### src/rtl/fetch_align.sv
// fetch_align: splits word fetches into RV32/RV32C instrs, two per cycle
// Build option: FETCH_ALIGN_ZERO_ILL_EN traps a 16'h0000 head halfword
module fetch_align #(
  parameter logic [31:0] BootAddr = 32'h0000_0000
) (
  input  logic        clk_i,
  input  logic        rst_ni,
  input  logic        flush_i,
  input  logic [31:0] redirect_pc_i,
  input  logic        fetch_valid_i,
  input  logic [31:0] fetch_data_i,
  input  logic        fetch_err_i,
  output logic        fetch_rdy_o,
  output logic [1:0]  out_valid_o,
  input  logic [1:0]  out_rdy_i,
  output logic [31:0] out_instr0_o,
  output logic [31:0] out_instr1_o,
  output logic [31:0] out_pc0_o,
  output logic [31:0] out_pc1_o,
  output logic        out_c0_o,
  output logic        out_c1_o,
  output logic        out_err0_o,
  output logic        out_err1_o
);

  typedef enum logic {RUN, HALT} state_e;

  typedef struct packed {
    logic        done;
    logic        err;
    logic        c;
    logic [2:0]  sz;
    logic [31:0] instr;
  } slot_t;

  state_e           fsm_q, fsm_d;
  logic [2:0][15:0] stash_q, stash_d;
  logic [2:0]       serr_q, serr_d;
  logic [1:0]       cnt_q, cnt_d;
  logic [31:0]      pc_q, pc_d;
  logic             skip_q, skip_d;

  logic [3:0][15:0] win;
  logic [3:0]       werr;
  logic [2:0]       wcnt;
  logic             accept;
  slot_t            s0, s1;
  logic             v0, v1, n1, n2, halt;
  logic [2:0]       used;

  // Decode one instruction starting at halfword st of an n-deep window
  function automatic slot_t decode(
    input logic [3:0][15:0] w,
    input logic [3:0]       e,
    input logic [2:0]       st,
    input logic [2:0]       n
  );
    slot_t       r;
    logic [1:0]  i;
    logic [15:0] lo, hi;
    logic        zero;
    r  = '0;
    i  = st[1:0];
    lo = w[i];
    hi = w[i + 2'd1];
`ifdef FETCH_ALIGN_ZERO_ILL_EN
    zero = (lo == 16'h0000);
`else
    zero = 1'b0;
`endif
    if (n > st) begin
      if (e[i]) begin
        r.done = 1'b1;
        r.err  = 1'b1;
        r.sz   = 3'd1;
      end else if (zero) begin
        r.done = 1'b1;
        r.err  = 1'b1;
        r.c    = 1'b1;
        r.sz   = 3'd1;
      end else if (lo[1:0] == 2'b11) begin
        if (n >= st + 3'd2) begin
          r.done  = 1'b1;
          r.err   = e[i + 2'd1];
          r.sz    = 3'd2;
          r.instr = r.err ? 32'd0 : {hi, lo};
        end
      end else begin
        r.done  = 1'b1;
        r.c     = 1'b1;
        r.sz    = 3'd1;
        r.instr = {16'h0000, lo};
      end
    end
    return r;
  endfunction

  assign fetch_rdy_o = (fsm_q == RUN) & (cnt_q <= 2'd1) & ~flush_i;
  assign accept      = fetch_valid_i & fetch_rdy_o;

  // Assemble the window: stashed halfwords, then the accepted word
  always_comb begin
    win  = '0;
    werr = '0;
    wcnt = {1'b0, cnt_q};
    for (int k = 0; k < 3; k++) begin
      win[k]  = stash_q[k];
      werr[k] = serr_q[k];
    end
    if (accept) begin
      if (!skip_q) begin
        win[wcnt[1:0]]  = fetch_data_i[15:0];
        werr[wcnt[1:0]] = fetch_err_i;
        wcnt = wcnt + 3'd1;
      end
      win[wcnt[1:0]]  = fetch_data_i[31:16];
      werr[wcnt[1:0]] = fetch_err_i;
      wcnt = wcnt + 3'd1;
    end
  end

  // Decode both slots and size the consumed part of the window
  always_comb begin
    s0   = decode(win, werr, 3'd0, wcnt);
    s1   = decode(win, werr, s0.sz, wcnt);
    v0   = (fsm_q == RUN) & ~flush_i & s0.done;
    v1   = v0 & ~s0.err & s1.done;
    n2   = v0 & v1 & (out_rdy_i == 2'b11);
    n1   = v0 & out_rdy_i[0] & ~n2;
    used = n2 ? (s0.sz + s1.sz) : (n1 ? s0.sz : 3'd0);
    halt = (n1 & s0.err) | (n2 & (s0.err | s1.err));
  end

  // Drive slot outputs, zeroed when the slot is not valid
  always_comb begin
    out_valid_o  = {v1, v0};
    out_instr0_o = v0 ? s0.instr : 32'd0;
    out_instr1_o = v1 ? s1.instr : 32'd0;
    out_c0_o     = v0 & s0.c;
    out_c1_o     = v1 & s1.c;
    out_err0_o   = v0 & s0.err;
    out_err1_o   = v1 & s1.err;
    out_pc0_o    = v0 ? pc_q : 32'd0;
    out_pc1_o    = v1 ? pc_q + (s0.c ? 32'd2 : 32'd4) : 32'd0;
  end

  // Next state: keep unconsumed halfwords, advance pc, flush wins
  always_comb begin
    logic [3:0][15:0] sh;
    logic [3:0]       she;
    logic [2:0]       left;
    sh      = win >> {used, 4'b0000};
    she     = werr >> used;
    left    = wcnt - used;
    stash_d = sh[2:0];
    serr_d  = she[2:0];
    cnt_d   = left[1:0];
    pc_d    = pc_q + {28'd0, used, 1'b0};
    skip_d  = skip_q & ~accept;
    fsm_d   = halt ? HALT : fsm_q;
    if (flush_i) begin
      cnt_d  = 2'd0;
      pc_d   = {redirect_pc_i[31:1], 1'b0};
      skip_d = redirect_pc_i[1];
      fsm_d  = RUN;
    end
  end

  // State registers
  always_ff @(posedge clk_i or negedge rst_ni) begin
    if (!rst_ni) begin
      fsm_q   <= RUN;
      stash_q <= '0;
      serr_q  <= '0;
      cnt_q   <= 2'd0;
      pc_q    <= {BootAddr[31:1], 1'b0};
      skip_q  <= BootAddr[1];
    end else begin
      fsm_q   <= fsm_d;
      stash_q <= stash_d;
      serr_q  <= serr_d;
      cnt_q   <= cnt_d;
      pc_q    <= pc_d;
      skip_q  <= skip_d;
    end
  end

endmodule
### config.mk
export PLATFORM = sky130hd
export DESIGN_NAME = fetch_align
export DESIGN_NICKNAME = d
export VERILOG_FILES = /design/src/rtl/fetch_align.sv
export SDC_FILE = /design/constraint.sdc
export NUM_CORES = 1
export LEC_CHECK = 0
export BUFFER_PORTS_ARGS = -buffer_cell sky130_fd_sc_hd__buf_2
export CORE_ASPECT_RATIO = 0.5
export CORE_MARGIN = 10
export CORE_UTILIZATION = 35
export CTS_BUF_LIST = sky130_fd_sc_hd__clkbuf_8
export CTS_CLUSTER_DIAMETER = 100
export DETAILED_ROUTE_END_ITERATION = 8
export PLACE_DENSITY = 0.65
export SLEW_MARGIN = 20
export SYNTH_ARGS = -nofsm -noshare
export SYNTH_HDL_FRONTEND = slang
export SYNTH_SLANG_ARGS = --single-unit
### constraint.sdc
create_clock -name clk_i -period 8.1 [get_ports clk_i]
set_input_delay 0.81 -clock clk_i [delete_from_list [all_inputs] [get_ports clk_i]]
set_output_delay 0.81 -clock clk_i [all_outputs]
set_load 0.01 [all_outputs]
==> results.yml <==
synth:
  synth_ff_type: "dfrtp_1"
  synth_top_family_by_area: "simple AND/OR/NAND/NOR gates"
  synth_edf_count: 0
  synthCells: 1098
  syn_avg_cell_area_sq_um: 7.53
  synth_simple_gate_area_share_pct: 24.7
  synth_area_sq_um: 8260
  ys_ff_latch: 86
  ys_seq_area_share_pct: 26.0
  synth_compound_area_share_pct: 18.9
  synth.mux.area_fraction_pct: 14.6
  yosys.cell_types.count: 63
  synthAdderAreaFrac_pct: 3.60
  synthArstFlopShare_pct: 100
  yosys_warnings: 0
  synth-xor-area-share_pct: 6.36
grt:
  antenna_found_initial: 0
  grt_pass1_vias: 8955
  grt_max_degree: 67
  grt-ovfl-total: 0
  grt_pass1_wl_um: 51400
  track_usage_pct: 20.8
timing:
  setup_ws_ns: 0.816
  slew_violations: 0
  setup_tns_ns: 0
  fmax_mhz: 137
  holdWs_ns: 0.289
  relSlewSlack_pct: 24.0
  finClkSkew_ns: 0.0193
  worst_pin_slew_ns: 1.13
  final.period_utilization_pct: 89.9
  grt_setup_unrepaired: "no"
  period_needed_ns: 7.28
  hold_viol: 0
  setup_viol: 0
placement:
  gp_congestion: 0.918
  place_area_sq_um: 9490
  place_inst: 1542
  hpwlAfterDp_um: 23800
  io_buffers: 202
  pre_cts_slack_ns: 1.14
worst_setup_path:
  arrival_ns: 6.47
  r2r_setup_slack_ns: 1.04
  start_kind: "flop"
  cp_common_cell: "inv_1"
  slowest_stage: "dfrtp_1"
  endpoint_kind: "primary output"
  crit_chain: "inv_1 > ha_1 > mux2_2 > inv_1 > ha_1 > buf_4 > o211ai_1 > buf_4 > mux2i_1 > nand3_1 > inv_1 > ha_1 > inv_1 > fa_1 > nor2b_1 > nand4_1 > nor2_1 > and3_1 > nor2b_1 > nand3_1 > or3_1 > a21oi_1 > buf_2"
  cp_max_fo: 38
  worst-setup-path-type: "reg -> out"
  cp_data_required_time_ns: 7.29
  max_stage_delay_ns: 0.49
final_layout:
  final_area_sq_um: 9750
  antenna_cells: 0
  multi_input_area_sq_um: 5680
  fillers: 2403
  nets: 1339
  final_cells: 1558
  area_delta_synth_final_pct: 18.0
  layout-drive-gt1-share_pct: 21.4
  regArea_sq_um: 2150
power_and_ir_drop:
  peakVddDrop_uv: 237
  power_density_nw_per_um2: 369
  p_leak_nw: 4.51
floorplan:
  initial_core_util_pct: 35.9
  die_area_sq_um: 30500
  core_sq_um: 23000
  fp.dieH_um: 129
  dieWidth_um: 237
  io_pins: 206
  fp-row-count: 39
outcome:
  status: "completed"
drt:
  dr.pass1.iters: 5
  post_drt_wl_per_cell_um: 21.3
  viasPerCell: 5.76
  drt_iter0_markers: 1049
  vias: 8979
  post-route-drc-count: 0
  drtAntennaViolNets: 0
  wirelength_um: 33200
clocking:
  cts_tree: "done"
  clock_latency_ns: 0.40
  cts_resized: 0
  clk_pin_slew_ns: 0.10
  postCtsSetupRepairBufs: 0
  h-tree-depth: 3
  cts_made_buffers: 9
  hold_buffers: 0
  cts_sinks: 86
  cts_root_buffer: "clkbuf_8"
  clockBufferDepth: 2
flow_run:
  maxCapViolCount: 0
hold_path:
  hp-class: "in -> async"
-- placed cells by master (no fill, tap or decap), types with 8 or more instances in the layout --
| cell type | count |
|---|---|
| a211oi_1 | 32 |
| nand2_1 | 136 |
| nor2b_1 | 20 |
| dfrtp_1 | 86 |
| xnor2_1 | 34 |
| nor3_1 | 30 |
| clkbuf_8 | 9 |
| nor2_1 | 148 |
| o22ai_1 | 38 |
| buf_4 | 28 |
| ha_1 | 19 |
| mux2i_1 | 109 |
| a21oi_1 | 53 |
| and3_1 | 40 |
| o31ai_1 | 8 |
| nand3_1 | 35 |
| xor2_1 | 26 |
| nand4_1 | 10 |
| inv_1 | 15 |
| o21ai_0 | 75 |
| buf_2 | 201 |
-- cells in the mapped netlist (all sizes together), types with 4 or more instances --
cell type / instances / area [sq um]
o21a: 6 / 45.0
o21ai: 77 / 385
o22ai: 38 / 238
nor2: 149 / 559
ha: 19 / 238
nand3: 35 / 175
a31oi: 4 / 25.0
nor2b: 20 / 125
mux2: 10 / 116
mux2i: 109 / 1090
nand2: 138 / 523
xnor2: 34 / 298
a21o: 6 / 45.0
a21oi: 54 / 282
clkbuf: 65 / 244
nand2b: 5 / 31.3
dfrtp: 86 / 2150
and2: 4 / 25.0
a211oi: 32 / 240
o211ai: 6 / 45.0
nand4: 10 / 62.6
o31ai: 10 / 88.8
xor2: 26 / 228
and3: 40 / 250
inv: 17 / 63.8
o32ai: 5 / 43.8
nor3: 31 / 160
buf: 28 / 160
-- sequential cells by signal, summed over array words and instances (netlist names) --
name and flops:
stash_q 48, pc_q 31, serr_q 3, cnt_q 2, fsm_q 1, skip_q 1
-- cell type report --
type | instances | area share (%)
clock buffers | 9 | 1.27
clock inverters | 7 | 1.31
inverters | 18 | 0.706
multi-input cells | 902 | 58.2
flip-flops and latches | 86 | 22.1
well taps | 307 | 3.94
repair buffers | 229 | 12.5
-- routing by layer --
layer	track usage [%]	routed length (um)	vias up
li1	-	-	4163
met1	26.2	13900	4333
met2	35.5	16000	422
met3	4.01	2460	61
met4	6.82	881	0
met5	0	0	-
-- metrics by stage --
stage | utilization [%] | power (mW)
final | 42.3 | 3.60
after global routing | 42.3 | 3.84
after CTS | 42.3 | 3.55
after detailed placement | 41.2 | 3.15
after global placement | 41.2 | 3.09
after floorplan | - | 2.40
-- where the power goes --
part / switching, mW / total [mW] / internal, mW
logic: 1.65 / 2.56 / 0.913
registers: 0.0817 / 0.644 / 0.562
clock network: 0.183 / 0.393 / 0.210
total: 1.92 / 3.60 / 1.68
-- worst max-delay path: cells and delay by family (launching register included) --
| family | cells | cell delay (ns) |
|---|---|---|
| AOI/OAI and AO/OA | 2 | 0.47 |
| adders and majority gates | 4 | 1.03 |
| buffers and inverters | 7 | 1.28 |
| DFF | 1 | 0.49 |
| muxes | 2 | 0.52 |
| and+or+nand+nor | 8 | 2.29 |
-- final timing paths --
| check | startpoint | end | cells past startpoint |
|---|---|---|---|
| max | cnt_q[0] | out_pc1_o[23] | 23 |
| max in group asynchronous | rst_ni | stash_q[30] | 2 |
| min in group clk_i | redirect_pc_i[14] | pc_q[14] | 3 |
| min | rst_ni | pc_q[5] | 1 |
| max reg2reg | cnt_q[0] | pc_q[22] | 28 |
| min reg2reg | pc_q[8] | pc_q[8] | 2 |
-- kinds of logic after synthesis --
logic type      after synthesis
buf+inv                     111
mux                         119
simple gates                448
compound gates              251
xor+xnor                     60
other cells                   1
fa+ha+maj                    22
flops                        86
Note: power is estimated with default switching activity, not from simulation.
